`config.mk`:
```
export PLATFORM = sky130hd
export DESIGN_NAME = dsp_mac_ctrl
export DESIGN_NICKNAME = d
export VERILOG_FILES = /design/src/rtl/dsp_mac_pkg.sv /design/src/rtl/dsp_delay_line.sv /design/src/rtl/dsp_mac_ctrl.sv
export SDC_FILE = /design/constraint.sdc
export NUM_CORES = 1
export LEC_CHECK = 0
export CORE_MARGIN = 3
export CORE_UTILIZATION = 30
export DETAILED_ROUTE_END_ITERATION = 12
export GPL_TIMING_DRIVEN = 0
export SYNTH_ARGS = -nofsm -noshare
export SYNTH_HDL_FRONTEND = slang
export SYNTH_SLANG_ARGS = --single-unit
```
`constraint.sdc`:
```
create_clock -name clk -period 4.9 [get_ports clk]
set_input_delay 0.98 -clock clk [delete_from_list [all_inputs] [get_ports clk]]
set_output_delay 0.98 -clock clk [all_outputs]
set_load 0.1 [all_outputs]
```
`src/rtl/dsp_mac_pkg.sv`:
```
// Shared types and OPMODE encodings for the DSP48A1 multiply-accumulate sequencer.
package dsp_mac_pkg;

  typedef enum logic [1:0] {IDLE, RUN, DRAIN, DONE} state_t;

  localparam int DATA_W = 18;
  localparam int ACC_W  = 48;
  localparam int OPM_W  = 8;

  // X=M,Z=0 / X=M,Z=P / X=0,Z=P; carry-in and post-adder subtract stay 0
  localparam logic [OPM_W-1:0] OPM_CLEAR = 8'h01;
  localparam logic [OPM_W-1:0] OPM_ACC   = 8'h09;
  localparam logic [OPM_W-1:0] OPM_HOLD  = 8'h08;

  localparam int OPM_PREADD_BIT = 4;

  function automatic logic [OPM_W-1:0] opm_sel(input logic hs, input logic first);
    if (!hs)       return OPM_HOLD;
    else if (first) return OPM_CLEAR;
    else           return OPM_ACC;
  endfunction

endpackage

```
`src/rtl/dsp_delay_line.sv`:
```
// Fixed-depth shift register with an async reset value; a depth of 0 is a wire.
module dsp_delay_line #(
  parameter int               WIDTH   = 8,
  parameter int               DEPTH   = 2,
  parameter logic [WIDTH-1:0] RST_VAL = '0
) (
  input  logic             clk,
  input  logic             rst,
  input  logic [WIDTH-1:0] din,
  output logic [WIDTH-1:0] dout
);

  generate
    if (DEPTH == 0) begin : g_wire
      assign dout = din;
    end else begin : g_sr
      logic [DEPTH-1:0][WIDTH-1:0] sr;

      always_ff @(posedge clk or posedge rst) begin
        if (rst) begin
          sr <= {DEPTH{RST_VAL}};
        end else begin
          sr[0] <= din;
          for (int i = 1; i < DEPTH; i++) sr[i] <= sr[i-1];
        end
      end

      assign dout = sr[DEPTH-1];
    end
  endgenerate

endmodule

```
`src/rtl/dsp_mac_ctrl.sv`:
```
// Sequencer driving one DSP48A1 slice as a MAC: operand issue, OPMODE alignment, result capture.
// Optional feature macro DSP_MAC_PREADD_EN adds s_d through the slice pre-adder (sum of a*(d+b)).
module dsp_mac_ctrl
  import dsp_mac_pkg::*;
#(
  parameter int LEN_W   = 13,
  parameter int LAT     = 4,
  parameter int OPM_DLY = 2
) (
  input  logic              clk,
  input  logic              rst,
  input  logic              start,
  input  logic [LEN_W-1:0]  len,
  input  logic              s_valid,
  output logic              s_ready,
  input  logic [DATA_W-1:0] s_a,
  input  logic [DATA_W-1:0] s_b,
`ifdef DSP_MAC_PREADD_EN
  input  logic [DATA_W-1:0] s_d,
`endif
  output logic              r_valid,
  input  logic              r_ready,
  output logic [ACC_W-1:0]  r_data,
  output logic              busy,
  output logic [DATA_W-1:0] dsp_A,
  output logic [DATA_W-1:0] dsp_B,
  output logic [DATA_W-1:0] dsp_D,
  output logic [OPM_W-1:0]  dsp_OPMODE,
  input  logic [ACC_W-1:0]  dsp_P
);

  localparam int DRN_W = $clog2(LAT + 1) + 1;

  state_t            state, state_nx;
  logic [LEN_W-1:0]  len_q, smp_cnt;
  logic [DRN_W-1:0]  drn_cnt;
  logic              zero_len;
  logic              hs, last_smp, drn_done;
  logic [OPM_W-1:0]  opm_q, opm_dly;

  assign hs       = (state == RUN) && s_valid;
  assign last_smp = hs && (smp_cnt == len_q - LEN_W'(1));
  assign drn_done = (state == DRAIN) && (zero_len || drn_cnt == DRN_W'(LAT));

  assign s_ready  = (state == RUN);
  assign r_valid  = (state == DONE);
  assign busy     = (state != IDLE);

  always_ff @(posedge clk or posedge rst) begin
    if (rst) state <= IDLE;
    else     state <= state_nx;
  end

  // A zero-length command passes through one DRAIN cycle without touching the
  // slice, so its result is presented one edge after the command.
  always_comb begin
    state_nx = state;
    case (state)
      IDLE:    if (start)    state_nx = (len == '0) ? DRAIN : RUN;
      RUN:     if (last_smp) state_nx = DRAIN;
      DRAIN:   if (drn_done) state_nx = DONE;
      DONE:    if (r_ready)  state_nx = IDLE;
      default:               state_nx = IDLE;
    endcase
  end

  always_ff @(posedge clk or posedge rst) begin
    if (rst) begin
      len_q    <= '0;
      smp_cnt  <= '0;
      zero_len <= 1'b0;
      drn_cnt  <= '0;
      r_data   <= '0;
    end else begin
      if (state == IDLE && start) begin
        len_q    <= len;
        smp_cnt  <= '0;
        zero_len <= (len == '0);
      end else if (hs) begin
        smp_cnt  <= smp_cnt + LEN_W'(1);
      end
      drn_cnt <= (state == DRAIN) ? drn_cnt + DRN_W'(1) : '0;
      if (drn_done) r_data <= zero_len ? '0 : dsp_P;
    end
  end

  // Operand registers; anything other than a handshake issues a zero bubble.
  always_ff @(posedge clk or posedge rst) begin
    if (rst) begin
      dsp_A <= '0;
      dsp_B <= '0;
      dsp_D <= '0;
      opm_q <= OPM_HOLD;
    end else begin
      dsp_A <= hs ? s_a : '0;
      dsp_B <= hs ? s_b : '0;
`ifdef DSP_MAC_PREADD_EN
      dsp_D <= hs ? s_d : '0;
`else
      dsp_D <= '0;
`endif
      opm_q <= opm_sel(hs, smp_cnt == '0);
    end
  end

  // Delays OPMODE so the slice's OPMODE register lines up with its M register.
  dsp_delay_line #(
    .WIDTH   (OPM_W),
    .DEPTH   (OPM_DLY),
    .RST_VAL (OPM_HOLD)
  ) u_opm_dly (
    .clk  (clk),
    .rst  (rst),
    .din  (opm_q),
    .dout (opm_dly)
  );

`ifdef DSP_MAC_PREADD_EN
  // Pre-adder select is consumed a cycle ahead of the other bits, so it is held
  // for the whole command instead of travelling through the delay line.
  logic preadd_on;
  assign preadd_on  = (state == RUN) || (state == DRAIN);
  assign dsp_OPMODE = opm_dly | (OPM_W'(preadd_on) << OPM_PREADD_BIT);
`else
  assign dsp_OPMODE = opm_dly;
`endif

endmodule
```
== Word-level counts from Yosys, hierarchy flattened ==
Index checks and enable logic that the tools add are counted.
W data, S select, Z words.

* Output and inout port bits: 113
* Register bits after elaboration: 141
* Logic and storage cells: 48
* Input bits: 102

* Muxes and demuxes: 14
* Equality and inequality tests: 9
* Reduce and logical (&&, ||, !) cells: 11
* Add/subtract/negate cells: 3

{| class="wikitable"
|+ Operator list
! cell !! count
|-
| $mux W48 || 1
|-
| $mux W18 || 2
|-
| $logic_not A13 Y1 || 2
|-
| $mux W13 || 2
|-
| $add A13 B1 Y13 const B || 1
|-
| $eq A13 B13 Y1 || 1
|-
| $sub A13 B1 Y13 const B || 1
|-
| $mux W4 || 3
|-
| $mux W2 || 5
|-
| $pmux W2 S4 || 1
|-
| $add A4 B1 Y4 const B || 1
|-
| $eq A2 B2 Y1 const B || 2
|-
| $eq A4 B3 Y1 const B || 1
|-
| $logic_and A1 B1 Y1 || 4
|-
| $ne A2 B1 Y1 const B || 2
|-
| $ne A2 B2 Y1 const B || 2
|-
| $reduce_and A4 Y1 || 1
|-
| $reduce_bool A2 Y1 || 2
|-
| $eq A2 B1 Y1 const B || 1
|-
| $logic_not A2 Y1 || 1
|-
| $logic_or A1 B1 Y1 || 1
|}

== Longest topological paths before layout ==
* Depth in word-level cells: 5
* Mapped depth: 9
* Depth with buffers taken out: 9

== Modules after synthesis ==
From an unflattened synthesis, not the netlist that was laid out.

* Cell total of the unflattened synthesis: 574
* Area total of the unflattened synthesis: 5776.8 µm²

{| class="wikitable"
|+ Modules (own cells, without submodules)
! module !! instances !! seq. area each (µm²) !! area an instance (µm²) !! cells an instance
|-
| dsp_mac_ctrl || 1 || 2979.1 || 5310.1 || 549
|-
| dsp_delay_line || 1 || 402.9 || 466.7 || 25
|}

== Worst setup path before layout ==
OpenSTA, ideal clock, no wires.

* Path type: register to register
* Start: register state[1]
* End: register state[0]
* Cell stages (with the launch flop): 9
* Required time: 4.771 ns
* Arrival: 2.496 ns
* Setup time: 0.129 ns
* Slack: 2.275 ns
* Period minus slack after synthesis: 2.625 ns
* Path buffers: 0
* Cells stage by stage: dfrtp_1 > inv_1 > ha_1 > nand2_1 > nor3_1 > o2111ai_1 > nor4_1 > a41oi_2 > mux2i_1

* Word-level cells in the longest chain between the ends: 5
* Elaborated cells between the ends (all ways): 13
* Those cells by class: eq/ne: 7; mux: 1; reduce/logical: 5

{| class="wikitable"
|+ Ends and longest elaborated chain
! what !! line !! RTL
|-
| from (decl) || dsp_mac_ctrl.sv:34 || <nowiki>state_t state, state_nx;</nowiki>
|-
| from (signal assigned) || dsp_mac_ctrl.sv:51 || <nowiki>else state <= state_nx;</nowiki>
|-
| $eq A2 B1 Y1 (*) || n/a ||
|-
| via s_ready || dsp_mac_ctrl.sv:15 || <nowiki>output logic s_ready,</nowiki>
|-
| $logic_and A1 B1 Y1 || dsp_mac_ctrl.sv:41 || <nowiki>assign hs = (state == RUN) && s_valid;</nowiki>
|-
| $logic_and A1 B1 Y1 || dsp_mac_ctrl.sv:42 || <nowiki>assign last_smp = hs && (smp_cnt == len_q - LEN_W'(1));</nowiki>
|-
| $ne A2 B1 Y1 (no line) || n/a ||
|-
| $reduce_and A4 Y1 (no line) || n/a ||
|}

Mark *: on every way through the listed nets, which the timed path passes. The rest lies on a longest branch.
A chain may end at the register's enable or synchronous reset.

== Worst setup path after layout ==
* Start: register state[1]
* End: output s_ready

* Word-level cells in the longest chain between the ends: 1

{| class="wikitable"
|+ Ends and longest elaborated chain
! what !! line !! RTL
|-
| $eq A2 B1 Y1 || dsp_mac_ctrl.sv:45 || <nowiki>assign s_ready = (state == RUN);</nowiki>
|-
| to (decl) || dsp_mac_ctrl.sv:15 ||
|}

Every way passes these cells.

==> results.json <==
{
  "min_from": "opm_q[0]",
  "cts_tree": "done",
  "required_ns": 3.92,
  "design.core.area_um2": 17600,
  "syn2layout_area_growth_pct": 53.2,
  "diodes": 0,
  "wirelength_um": 15600,
  "rsz0062_at_grt": "no",
  "drt-vias-per-instance": 4.47,
  "synth_area_per_cell_um2": 9.76,
  "crit_path_start_kind": "register",
  "vias": 4605,
  "drt_iter0_markers": 237,
  "crit_type": "register to output port",
  "clock-skew-final_ns": 0.00847,
  "dpl_cell_area_um2": 7760,
  "cts_max_level": 4,
  "regToRegSetupSlack_ns": 2.59,
  "drt-met1-wl_um": 6730,
  "max_freq_ghz": 0.298,
  "num_rows": 48,
  "peakVddDrop_v": 0.000216,
  "ys_warn_count": 0,
  "netlist_area_um2": 5470,
  "start_util_pct": 31.1,
  "p_leak_nw": 4.08,
  "end_kind": "output port",
  "maxSlewHeadroom_pct": 28.1,
  "root_buffer": "clkbuf_16",
  "fin_crit_sh_pct": 68.5,
  "hold_buffers": 0,
  "reg2reg_depth": 7,
  "grt_pass1_vias": 4516,
  "ios": 215,
  "nFillCells": 1630,
  "final_max_slew_viol_count": 0,
  "clk_pin_slew_ns": 0.05,
  "gp_congestion": 0.861,
  "hold_path.class": "register to register",
  "fin_nets": 905,
  "port-buffer-count": 189,
  "routed.top_layer": "met4",
  "synth_cells": 561,
  "setup_tns_ns": 0,
  "r2r_end": "state[1]",
  "cts_setup_buffers": 0,
  "antenna_found_initial": 0,
  "reg2reg_from": "len_q[3]",
  "wl_met2_um": 7490,
  "postRouteAntennaNets": 0,
  "cts_resized": 0,
  "dieWidth_um": 141,
  "wl_per_cell_um": 15.1,
  "finalHoldViolCount": 0,
  "hold_path_end": "u_opm_dly.g_sr.sr[0]",
  "cts.sink_count": 123,
  "grt_pass1_wl_um": 24600,
  "cp_max_fo": 4,
  "post-dp-hpwl_um": 11600,
  "drv_cap": 0,
  "track_usage_pct": 15.7,
  "finalCriticalPeriod_ns": 3.36,
  "die_h_um": 141,
  "worstPathArrival_ns": 2.38,
  "dieArea_um2": 19900,
  "grt_max_degree": 66,
  "worstMarginPinSlew_ns": 1.08,
  "status": "complete, no violations",
  "drc_errors": 0,
  "clk_latency_ns": 0.41,
  "final_area_um2": 8380,
  "netlist-cell-type-count": 48,
  "overflow": 0,
  "drive_above_1_share_pct": 8.82,
  "ys_seq_elements": 123,
  "ys_seq_area_share_pct": 56.3,
  "final-setup-viol-count": 0,
  "numCtsBuffers": 17,
  "first_pass_iters": 5,
  "holdPathStages": 0,
  "clk_path_buf_depth": 2,
  "p_per_area_nw_per_um2": 511,
  "wl_met3_um": 1110
}
-- cell usage after synthesis (all sizes together) --
cell type | number | share of area (%)
a2111oi | 1 | 0.16
a21boi | 1 | 0.14
a21oi | 6 | 0.62
a311oi | 1 | 0.16
a31oi | 1 | 0.11
a41oi | 1 | 0.30
and2 | 6 | 0.69
and2b | 2 | 0.30
and3 | 40 | 4.6
and4 | 1 | 0.16
buf | 30 | 4.1
clkbuf | 30 | 2.1
conb | 1 | 0.069
dfrtp | 120 | 55
dfstp | 3 | 1.4
ha | 10 | 2.3
inv | 14 | 0.96
mux2i | 3 | 0.55
nand2 | 144 | 9.9
nand2b | 4 | 0.59
nand3 | 3 | 0.27
nand3b | 4 | 0.55
nand4 | 4 | 0.46
nor2 | 16 | 1.1
nor2b | 4 | 0.46
nor3 | 6 | 0.55
nor4 | 9 | 1.1
nor4b | 1 | 0.16
o2111ai | 1 | 0.16
o211ai | 1 | 0.14
o21ai | 57 | 5.3
o32ai | 1 | 0.16
or2 | 1 | 0.11
or3 | 2 | 0.32
or4 | 3 | 0.48
xnor2 | 18 | 2.9
xor2 | 11 | 1.8
-- worst max-delay path, cell delays in order, from the launching register on --
cell and delay, ns:
dfrtp_1 0.39, inv_1 0.12, ha_1 0.27, clkdlybuf4s50_1 1.18
-- per-layer routing --
metal / vias to the layer above / GRT usage [%]
met1: 2171 / 19.7
met2: 160 / 26.2
li1: 2254 / -
met3: 20 / 4.82
met5: - / 0
met4: 0 / 4.69
-- where the power goes --
group          internal (mW)  total (mW)  switching, mW
registers               1.18        1.28          0.105
clock network          0.885        1.32          0.431
logic                  0.500        1.68           1.18
total                   2.56        4.28           1.72
-- cell families after synthesis --
family | synth area share [%]
simple gates | 21.8
flops | 56.3
mux | 0.549
xor+xnor | 4.64
compound gates | 7.22
buf+inv | 7.13
fa+ha+maj | 2.29
other cells | 0.0685
-- sequential cells by signal, indices dropped and copies added (netlist names) --
name	cells
drn_cnt	4
dsp_A	18
dsp_B	18
len_q	13
opm_q	2
r_data	48
smp_cnt	13
state	2
u_opm_dly.dout	2
u_opm_dly.g_sr.sr	2
zero_len	1
-- layout make-up --
cell class / count / area [µm²] / area share [%]
clock inverters: 8 / 140 / 1.67
inverters: 14 / 57.6 / 0.687
clock buffers: 23 / 478 / 5.70
plain buffers: 60 / 338 / 4.03
well taps: 225 / 282 / 3.36
repair buffers: 190 / 1920 / 22.9
multi-input cells: 387 / 2090 / 24.9
flip-flops and latches: 123 / 3080 / 36.8
-- worst max path at each step --
stage / to / cells past startpoint / slack, ns / start
2_1_floorplan: drn_cnt[0] / 1 / 0.65 / rst
3_3_place_gp: len_q[9] / 2 / -1.32 / rst
3_5_place_dp: s_ready / 3 / 1.96 / state[1]
4_1_cts: s_ready / 3 / 1.50 / state[1]
5_1_grt: s_ready / 3 / 1.43 / state[1]
6_report: s_ready / 3 / 1.54 / state[1]
-- through the flow --
stage	hold WS (ns)	total power [mW]	utilization, %	cells	setup WS (ns)
final	0.349	4.28	47.6	1030	1.54
after global routing	0.352	4.50	47.6	1030	1.43
after CTS	0.350	4.32	47.6	1030	1.50
after detailed placement	0.340	2.99	44.1	999	1.96
after global placement	0.339	2.97	43.9	998	-1.32
after floorplan	0.331	2.55	-	584	0.654
-- cells in the final DEF, fill, tap and decap left out, types with 2 or more instances in the layout --
master,count
a21oi_1,5
and2_1,6
and3_1,40
buf_1,2
buf_4,26
buf_6,2
bufinv_16,4
clkbuf_1,33
clkbuf_16,17
clkbuf_8,3
clkdlybuf4s50_1,189
clkinv_2,4
conb_1,24
dfrtp_1,120
dfstp_2,3
ha_1,10
inv_1,12
mux2i_1,3
nand2_1,144
nand2b_1,3
nand3_1,3
nand3b_1,4
nand4_1,4
nor2_1,16
nor2b_1,4
nor3_1,6
nor4_1,8
o21ai_0,55
or4_1,2
xnor2_1,18
xor2_1,11
No activity file was read; power rests on OpenSTA's default activity.
